<file path="src/rtl/setup_hold_pkg.sv">
// rtl/setup_hold_pkg.sv - shared types and defaults for the setup/hold monitor
package setup_hold_pkg;

    typedef enum logic {
        WAIT_EDGE = 1'b0,
        HOLD_WIN  = 1'b1
    } state_e;

    typedef enum logic [1:0] {
        EV_RISE = 2'd0,
        EV_FALL = 2'd1,
        EV_ANY  = 2'd2
    } ev_sel_e;

    localparam int DEFAULT_SYNC_STAGES = 2;
    localparam int DEFAULT_CNT_W       = 8;

endpackage

</file>
<file path="src/rtl/setup_hold_monitor_sync_edge.sv">
// rtl/setup_hold_monitor_sync_edge.sv - synchronizer, prev flop and selectable change pulse
module sync_edge
    import setup_hold_pkg::*;
#(
    parameter int STAGES = DEFAULT_SYNC_STAGES
) (
    input  logic    clk,
    input  logic    rst,
    input  logic    async_in,
    input  ev_sel_e mode,
    output logic    pulse
);

    logic [STAGES-1:0] sync_q, sync_d;
    logic              prev_q, prev_d;
    logic              rise, fall, change;

    always_comb begin
        sync_d    = sync_q;
        sync_d[0] = async_in;
        for (int i = 1; i < STAGES; i++) begin
            sync_d[i] = sync_q[i-1];
        end
        prev_d = sync_q[STAGES-1];

        rise   = sync_q[STAGES-1] & ~prev_q;
        fall   = ~sync_q[STAGES-1] & prev_q;
        change = sync_q[STAGES-1] ^ prev_q;

        // mode only selects among pulses already derived from sync/prev, so flipping it cannot fake an edge
        case (mode)
            EV_RISE: pulse = rise;
            EV_FALL: pulse = fall;
            default: pulse = change;
        endcase
    end

    always_ff @(posedge clk) begin
        if (rst) begin
            sync_q <= '0;
            prev_q <= 1'b0;
        end else begin
            sync_q <= sync_d;
            prev_q <= prev_d;
        end
    end

endmodule

</file>
<file path="src/rtl/setup_hold_monitor.sv">
// rtl/setup_hold_monitor.sv - judges setup/hold gaps between d transitions and dut_clk edges
module setup_hold_monitor
    import setup_hold_pkg::*;
#(
    parameter int CNT_W       = DEFAULT_CNT_W,
    parameter int SYNC_STAGES = DEFAULT_SYNC_STAGES
) (
    input  logic             clk,
    input  logic             rst,
    input  logic             dut_clk,
    input  logic             d,
    input  logic             edge_sel,
    input  logic [CNT_W-1:0] setup_ticks,
    input  logic [CNT_W-1:0] hold_ticks,
    output logic             setup_viol,
    output logic             hold_viol,
    output logic [CNT_W-1:0] viol_count,
    output logic [CNT_W-1:0] last_gap
);

    localparam logic [CNT_W-1:0] ALL_ONES = '1;
    localparam logic [CNT_W-1:0] ONE      = 1;
    localparam logic [CNT_W:0]   ONE_W    = 1;

    logic    d_trans, clk_edge;
    ev_sel_e clk_mode;

    assign clk_mode = edge_sel ? EV_FALL : EV_RISE;

    sync_edge #(.STAGES(SYNC_STAGES)) u_d_sync (
        .clk      (clk),
        .rst      (rst),
        .async_in (d),
        .mode     (EV_ANY),
        .pulse    (d_trans)
    );

    sync_edge #(.STAGES(SYNC_STAGES)) u_clk_sync (
        .clk      (clk),
        .rst      (rst),
        .async_in (dut_clk),
        .mode     (clk_mode),
        .pulse    (clk_edge)
    );

    state_e           state_q, state_d;
    logic [CNT_W-1:0] d_age_q, d_age_d;
    logic [CNT_W-1:0] edge_age_q, edge_age_d;
    logic [CNT_W-1:0] viol_count_q, viol_count_d;
    logic [CNT_W-1:0] last_gap_q, last_gap_d;
    logic             setup_viol_q, setup_viol_d;
    logic             hold_viol_q, hold_viol_d;
    logic [CNT_W-1:0] gap;
    logic [CNT_W:0]   sum;

    always_comb begin
        // gap is the age as of this cycle, so a transition coincident with the edge reads 0
        gap     = d_trans ? '0 : ((d_age_q == ALL_ONES) ? ALL_ONES : d_age_q + ONE);
        d_age_d = gap;

        setup_viol_d = clk_edge && (gap < setup_ticks);
        hold_viol_d  = (state_q == HOLD_WIN) && d_trans && !clk_edge
                       && (edge_age_q < hold_ticks);
        last_gap_d   = clk_edge ? gap : last_gap_q;

        state_d    = state_q;
        edge_age_d = edge_age_q;
        if (clk_edge) begin
            if ((state_q == HOLD_WIN) || (hold_ticks != '0)) begin
                state_d    = HOLD_WIN;
                edge_age_d = '0;
            end
        end else if (state_q == HOLD_WIN) begin
            // >= rather than == so a threshold lowered mid-window still closes it
            if (({1'b0, edge_age_q} + ONE_W) >= {1'b0, hold_ticks}) begin
                state_d    = WAIT_EDGE;
                edge_age_d = '0;
            end else begin
                edge_age_d = edge_age_q + ONE;
            end
        end

        sum = {1'b0, viol_count_q} + {{CNT_W{1'b0}}, setup_viol_d}
              + {{CNT_W{1'b0}}, hold_viol_d};
        viol_count_d = sum[CNT_W] ? ALL_ONES : sum[CNT_W-1:0];
    end

    always_ff @(posedge clk) begin
        if (rst) begin
            state_q      <= WAIT_EDGE;
            d_age_q      <= ALL_ONES;
            edge_age_q   <= '0;
            viol_count_q <= '0;
            last_gap_q   <= '0;
            setup_viol_q <= 1'b0;
            hold_viol_q  <= 1'b0;
        end else begin
            state_q      <= state_d;
            d_age_q      <= d_age_d;
            edge_age_q   <= edge_age_d;
            viol_count_q <= viol_count_d;
            last_gap_q   <= last_gap_d;
            setup_viol_q <= setup_viol_d;
            hold_viol_q  <= hold_viol_d;
        end
    end

    assign setup_viol = setup_viol_q;
    assign hold_viol  = hold_viol_q;
    assign viol_count = viol_count_q;
    assign last_gap   = last_gap_q;

endmodule

</file>
<file path="config.mk">
export PLATFORM = sky130hd
export DESIGN_NAME = setup_hold_monitor
export DESIGN_NICKNAME = d
export VERILOG_FILES = /design/src/rtl/setup_hold_pkg.sv /design/src/rtl/setup_hold_monitor_sync_edge.sv /design/src/rtl/setup_hold_monitor.sv
export SDC_FILE = /design/constraint.sdc
export NUM_CORES = 1
export LEC_CHECK = 0
export BUFFER_PORTS_ARGS = -buffer_cell sky130_fd_sc_hd__clkbuf_2
export CAP_MARGIN = 20
export CORE_ASPECT_RATIO = 0.7
export CORE_MARGIN = 2
export CORE_UTILIZATION = 49
export CTS_CLUSTER_DIAMETER = 120
export DETAILED_ROUTE_END_ITERATION = 7
export MAX_ROUTING_LAYER = met4
export PLACE_DENSITY = 0.7
export SLEW_MARGIN = 20
export SYNTH_ARGS = -nofsm -noshare
export SYNTH_HDL_FRONTEND = slang
export SYNTH_SLANG_ARGS = --single-unit
</file>
<file path="constraint.sdc">
create_clock -name clk -period 5.1 [get_ports clk]
set_input_delay 1.02 -clock clk [delete_from_list [all_inputs] [get_ports clk]]
set_output_delay 1.02 -clock clk [all_outputs]
set_load 0.05 [all_outputs]
</file>
==> results of run 1 <==
## power breakdown
group	switching (µW)	internal [µW]
clock	109	94.9
combinational	179	130
sequential	28.2	354
## worst max-delay path by stage
| stage | slack (ps) | end |
|---|---|---|
| finish | 1170 | viol_count[1] |
| detailed placement | 1170 | viol_count[0] |
| global route | 740 | viol_count[1] |
| CTS | 1210 | viol_count[1] |
| floorplan | 1560 | viol_count[0] |
| global placement | 1220 | viol_count[1] |
## state kept, by name (all words and copies together), names as in the netlist
| signal | flops |
|---|---|
| last_gap | 8 |
| u_clk_sync.prev_q | 1 |
| edge_age_q | 8 |
| u_clk_sync.sync_q | 2 |
| viol_count | 8 |
| setup_viol | 1 |
| state_q | 1 |
| u_d_sync.sync_q | 2 |
| u_d_sync.prev_q | 1 |
| hold_viol | 1 |
| d_age_q | 8 |
## critical path: stages, from the launching register on
cell,delay [ps]
dfxtp_1,350
ha_1,190
and3_1,230
and2_1,190
nor3_1,60
a211oi_1,370
ha_1,320
nand4_1,130
nor2_1,60
a2111oi_0,380
o31ai_1,210
fa_1,410
inv_1,90
ha_1,200
and3_1,230
nand3_1,220
a21oi_1,200
## per-stage QoR
step,cells,hold slack (ps)
finish,356,460.5
detailed placement,348,440.2
global placement,348,438.5
CTS,356,467.5
floorplan,260,413.8
global route,356,479.2
## synthesized netlist by cell type (all sizes together), types with 2 or more instances
cell type,count
xor2,5
nor3b,2
nand4,2
o21a,3
nand3,8
ha,26
nor2b,10
a21oi,23
nor3,7
and3,6
a21o,3
o211ai,2
inv,20
nor2,23
a31oi,2
xnor2,4
mux2i,9
nand2,14
nor4,2
dfxtp,41
a211oi,2
a22oi,2
or2,14
o21ai,7
clkbuf,5
and2,6
## routing by layer
layer	vias to the layer above	track usage, %	wire, µm
li1	976	-	-
met1	880	29.26	2599
met2	37	29.58	1934
met3	4	4.558	187
met4	0	4.535	25
met5	-	-	0
## final cells by class
type / instances / area (µm²)
fillers: 394 / 1798
inverters: 20 / 75.07
clock inverters: 2 / 10.01
well taps: 55 / 68.82
clock buffers: 6 / 72.57
repair buffers: 39 / 197.7
flip-flops and latches: 41 / 820.8
multi-input cells: 193 / 1361
## kinds of logic (layout without fill, tap and decap cells)
kind of cell / after synthesis / after routing / synth area share [%]
AOI/OAI and AO/OA: 50 / 50 / 13.46
xor gates and xnor gates: 9 / 9 / 3.446
adders and majority gates: 27 / 27 / 15.10
buffers and inverters: 26 / 67 / 4.595
DFF: 41 / 41 / 35.89
muxes: 9 / 9 / 3.939
and+or+nand+nor: 98 / 98 / 23.58
==> flow_metrics.py, run 1 <==
metrics = {
    "outcome": {
        "status": "finished clean",
    },
    "run": {
        "maxCapViolCount": 0,
    },
    "global_routing": {
        "grt.total_usage_pct": 20.44,
        "gr-total-overflow": 0,
        "grt_max_degree": 42,
        "grt_pass1_vias": 1757,
        "grt_pass1_wl_um": 8121,
        "antenna_found_initial": 0,
    },
    "detailed_routing": {
        "antenna_left": 0,
        "vias_per_cell": 5.329,
        "routed_wl_um": 4746,
        "dr.pass1.iters": 4,
        "routedWlPerCell_um": 13.33,
        "dr.first_iter.drc_count": 87,
        "dr_total_vias": 1897,
        "drc": 0,
    },
    "worst_setup_path": {
        "r2r-start": "d_age_q[0]",
        "reg2reg_depth": 16,
        "critPathArrivalTime_ps": 4140,
        "cp.required_ps": 5310,
        "regToRegSetupSlack_ps": 1170,
        "reg2reg_to": "viol_count[1]",
        "startpoint": "d_age_q[0]",
        "critPathKind": "register to register",
        "cp_max_fo": 6,
        "worstSetupEndpointType": "register",
        "cp-start-kind": "register",
    },
    "finish": {
        "final_nets": 348,
        "post-route-util_pct": 59.18,
        "syn_to_final_growth_pct": 13.95,
        "final_common_cell": "dfxtp_1",
        "final_area_um2": 2606,
        "mostFrequentLayoutCells": "41 x dfxtp_1, 38 x clkbuf_2, 26 x ha_1",
        "drive_gt1_share_pct": 21.93,
        "n_antenna_cell": 0,
    },
    "timing": {
        "max-slew-margin-rel_pct": 46.93,
        "finalWorstSetupSlack_ps": 1174,
        "finClkSkew_ps": 9.988,
        "period_minus_slack_ps": 3926,
        "slew_violations": 0,
        "hold_viol": 0,
        "finalCritPeriodShare_pct": 76.97,
        "rsz0062_at_grt": "no",
        "setup_violations": 0,
        "max_freq_mhz": 254.7,
        "max_slew.worst_pin.slew_ps": 796.1,
        "finalSetupTns_ps": 0,
    },
    "clock_tree": {
        "worst_skew_pair.late_latency_ps": 290,
        "cts_tree": "yes",
        "clk_pin_slew_ps": 80,
        "cts_setup_buffers": 0,
        "cts_buffers": 5,
        "cts_resized": 0,
        "clock-sinks": 41,
        "root_buffer": "clkbuf_8",
        "hold_buffers": 0,
        "cts.path.max_buffers": 2,
        "htree_levels": 2,
    },
    "placed_design": {
        "postPlaceCellArea_um2": 2524,
        "io_buffers": 38,
        "hpwlAfterDp_um": 3576,
        "dp_worst_setup_slack_ps": 1171,
        "routabilityCongestion": 0.9291,
    },
    "worst_hold_path": {
        "min_to": "u_clk_sync.sync_q[1]",
        "worstHoldPathType": "register to register",
        "min_from": "u_clk_sync.sync_q[0]",
        "hold_depth": 1,
    },
    "synth": {
        "synthesis.area_um2": 2287,
        "seq_area_frac_synth_pct": 35.89,
        "synthTopCellsByArea": "dfxtp_1 36%, ha_1 14%, a21oi_1 4.8%",
        "async_reset_ff_share_pct": 0,
        "ys.flop_type": "dfxtp_1",
        "synth_top_area_share_pct": 35.89,
        "yosys_warnings": 0,
        "synth_area_per_cell_um2": 8.797,
        "synthCells": 260,
        "synth_edf_count": 0,
        "syn-num-nets": 308,
        "ys_types": 44,
        "yosys.area.top_type": "dfxtp_1",
        "synth_seq_cells": 41,
    },
    "floorplanning": {
        "coreArea_um2": 4404,
        "std_cell_rows": 20,
        "start_util_pct": 51.93,
        "dieArea_um2": 5239,
        "die_width_um": 85.66,
        "die_h_um": 61.16,
        "ioPinCount": 39,
    },
    "power": {
        "power.leakage_uw": 0.001285,
        "p_total_uw": 894.4,
        "power.density_nw_per_um2": 343.2,
        "vdd.ir_drop.worst_v": 0.0002462,
    },
}
Note: power is estimated with default switching activity, not from simulation.
==> run 2, diff against run 1 <==
--- a/config.mk
+++ b/config.mk
@@ -5,6 +5,7 @@
 export SDC_FILE = /design/constraint.sdc
 export NUM_CORES = 1
 export LEC_CHECK = 0
+export ABC_AREA = 1
 export BUFFER_PORTS_ARGS = -buffer_cell sky130_fd_sc_hd__clkbuf_2
 export CAP_MARGIN = 20
 export CORE_ASPECT_RATIO = 0.7
==> constraint.sdc (replaced) <==
create_clock -name clk -period 4 [get_ports clk]
set_input_delay 0.8 -clock clk [delete_from_list [all_inputs] [get_ports clk]]
set_output_delay 0.8 -clock clk [all_outputs]
set_load 0.05 [all_outputs]
==> run 2 against run 1 <==
Compared with the run above:
- synthesized cell count increased by 23%
- largest power group unchanged
- highest routed layer unchanged
- die area increased by 4.0%
- critical path depth increased by 5
- core utilization decreased by 1.3 points
- via count increased by 7.7%
- global-route usage decreased by 0.40 points
==> flow_metrics.py, run 2 <==
metrics = {
    "synth": {
        "synth.most_common_cell": "inv_1",
        "syn-num-nets": 368,
        "yosys_warnings": 0,
        "async_reset_ff_share_pct": 0,
        "yosys.area.top_type": "dfxtp_1",
        "ys_types": 34,
        "ys.flop_type": "dfxtp_1",
        "yosys-mux-area-fraction_pct": 0,
        "synthesis.area_um2": 2384,
        "synth_top_family_by_area": "simple AND/OR/NAND/NOR gates",
        "synth-xor-area-share_pct": 3.990,
        "synthAdderAreaFrac_pct": 14.49,
        "synth_seq_cells": 41,
        "synth_top_area_share_pct": 34.44,
        "synthSimpleGateAreaFrac_pct": 22.36,
        "ys_top_cells_by_count": "58 x inv_1, 54 x nand2_1, 41 x dfxtp_1",
        "synth_area_per_cell_um2": 7.449,
        "seq_area_frac_synth_pct": 34.44,
        "synth_compound_area_share_pct": 13.86,
        "synth_edf_count": 0,
        "synthCells": 320,
        "synthTopCellsByArea": "dfxtp_1 34%, ha_1 14%, inv_1 9.1%",
    },
    "detailed_routing": {
        "drc": 0,
        "dr.pass1.iters": 4,
        "routedWlPerCell_um": 11.33,
        "routed_wl_um": 4724,
        "vias_per_cell": 4.902,
        "dr.first_iter.drc_count": 78,
        "dr_total_vias": 2044,
        "antenna_left": 0,
    },
    "global_routing": {
        "grt_max_degree": 23,
        "grt_pass1_wl_um": 8611,
        "gr-total-overflow": 0,
        "grt_pass1_vias": 1915,
        "antenna_found_initial": 0,
        "grt.total_usage_pct": 20.04,
    },
    "worst_setup_path": {
        "critPathKind": "register to register",
        "r2r-start": "d_age_q[0]",
        "cp-start-kind": "register",
        "worstSetupEndpointType": "register",
        "cp_max_fo": 7,
        "startpoint": "d_age_q[0]",
        "regToRegSetupSlack_ps": 490,
        "cp.required_ps": 4240,
        "critPathArrivalTime_ps": 3750,
    },
    "power": {
        "seqPwrFrac_pct": 43.1,
        "clkPwrFrac_pct": 22.8,
        "power.leakage_uw": 0.001398,
        "p_sw_uw": 406.1,
        "p_comb_share_pct": 34.1,
        "p_total_uw": 1115,
        "switching_share_pct": 36.42,
        "vdd.ir_drop.worst_v": 0.0002032,
        "power.density_nw_per_um2": 407.3,
        "power.internal_uw": 709.0,
    },
    "floorplanning": {
        "die_width_um": 87.36,
        "ioPinCount": 39,
        "start_util_pct": 50.40,
        "coreArea_um2": 4730,
        "std_cell_rows": 21,
        "dieArea_um2": 5447,
        "die_h_um": 62.36,
    },
    "run": {
        "maxCapViolCount": 0,
    },
    "timing": {
        "max_slew.worst_pin.slew_ps": 789.4,
        "finClkSkew_ps": 5.811,
        "max-slew-margin-rel_pct": 47.13,
        "period_minus_slack_ps": 3511,
        "max_freq_mhz": 284.9,
        "slew_violations": 0,
        "finalCritPeriodShare_pct": 87.76,
        "hold_viol": 0,
        "setup_violations": 0,
    },
    "clock_tree": {
        "cts_tree": "yes",
        "clock-sinks": 41,
        "hold_buffers": 0,
        "root_buffer": "clkbuf_8",
        "clk_pin_slew_ps": 80,
        "htree_levels": 2,
        "worst_skew_pair.late_latency_ps": 280,
        "cts_buffers": 5,
        "cts.path.max_buffers": 2,
    },
    "placed_design": {
        "hpwlAfterDp_um": 3729,
        "routabilityCongestion": 0.8405,
        "postPlaceCellArea_um2": 2608,
        "io_buffers": 38,
    },
    "finish": {
        "final_area_um2": 2738,
        "regArea_um2": 823.3,
        "mostFrequentLayoutCells": "57 x inv_1, 54 x nand2_1, 39 x dfxtp_1",
        "syn_to_final_growth_pct": 14.86,
        "final_nets": 407,
        "n_fill_cell": 440,
        "multi_input_area_um2": 1349,
        "final_common_cell": "inv_1",
        "drive_gt1_share_pct": 18.33,
        "n_antenna_cell": 0,
    },
    "worst_hold_path": {
        "min_from": "u_clk_sync.sync_q[0]",
        "worstHoldPathType": "register to register",
    },
    "outcome": {
        "status": "finished clean",
    },
}
[run 2: cell types whose count changed after synthesis, moves of 4 or more]
cell     before  now
nand2_1      13   54
inv_1        20   58
or2_2        14    0
a21oi_1      22   34
o21ai_0       2   14
nand3_1       7   18
nor2b_1      10    0
mux2i_1       9    0
and3_1        6    0
and2_1        6    1
nor2_1       23   27
o21ai_1       5    1
[run 2: path summary, 6_finish.rpt]
check / cells after the start / endpoint
setup / recovery: 21 / viol_count[5]
hold / removal: 2 / u_clk_sync.sync_q[1]
setup reg to reg: 21 / viol_count[5]
hold reg to reg: 2 / u_clk_sync.sync_q[1]
[run 2: cells by family after synthesis]
group | after synthesis
compound gates | 59
xor+xnor | 10
flops | 41
simple gates | 118
fa+ha+maj | 27
buf+inv | 65
[run 2: power by group through the flow]
stage | sequential [µW] | combinational [µW] | clock [µW]
floorplan | 501 | 270 | 0
global placement | 487 | 361 | 0
global route | 485 | 452 | 284
CTS | 478 | 369 | 261
finish | 480 | 381 | 254
detailed placement | 487 | 367 | 0
[run 2: per-layer routing]
layer  wire [µm]  up-vias  share of wire, %  GRT usage (%)
met2        1776       32                38          26.23
li1            -     1114                 -              -
met5           0        -                 0              -
met3         186        4               3.9          3.989
met1        2730      894                58          31.54
met4          30        0              0.64          4.038
[run 2: cell type report]
cell class              instances  share of cell area, %
inverters                      59                  8.090
flip-flops and latches         41                  30.07
clock buffers                   6                  2.651
multi-input cells             214                  49.27
clock inverters                 2                 0.3656
well taps                      57                  2.605
repair buffers                 38                  6.947
[run 2: what timing repair did]
item / in CTS / in global routing
setup buffers: 0 / 0
endpoints found under the hold margin: 0 / 0
endpoints found under the setup margin: 0 / 8
resized for setup: 0 / 11
[run 2: through the flow]
stage | hold WS [ps] | worst slack [ps] | setup TNS [ps] | util (%) | std cells
finish | 404.9 | 489.5 | 0 | 57.88 | 417
global route | 440.4 | -15.40 | -17.23 | 57.88 | 417
CTS | 409.6 | 165.0 | 0 | 56.88 | 417
detailed placement | 396.7 | 193.3 | 0 | 55.13 | 409
global placement | 397.8 | 340.0 | 0 | 55.13 | 409
floorplan | 388.3 | 633.3 | 0 | - | 320
[run 2: worst max-delay path, cell delays in order (launching register included)]
cell	delay, ps
dfxtp_2	340
ha_1	210
nand2_1	80
nor2_2	50
nand2_2	100
inv_2	70
o31ai_2	310
inv_1	70
ha_1	290
a21oi_1	130
o21ai_0	80
a21oi_1	210
nand2_2	100
fa_1	380
inv_1	90
ha_2	200
nand3_2	120
nor3_4	260
nand3_4	140
o21ai_0	100
nand2_1	70
inv_1	60
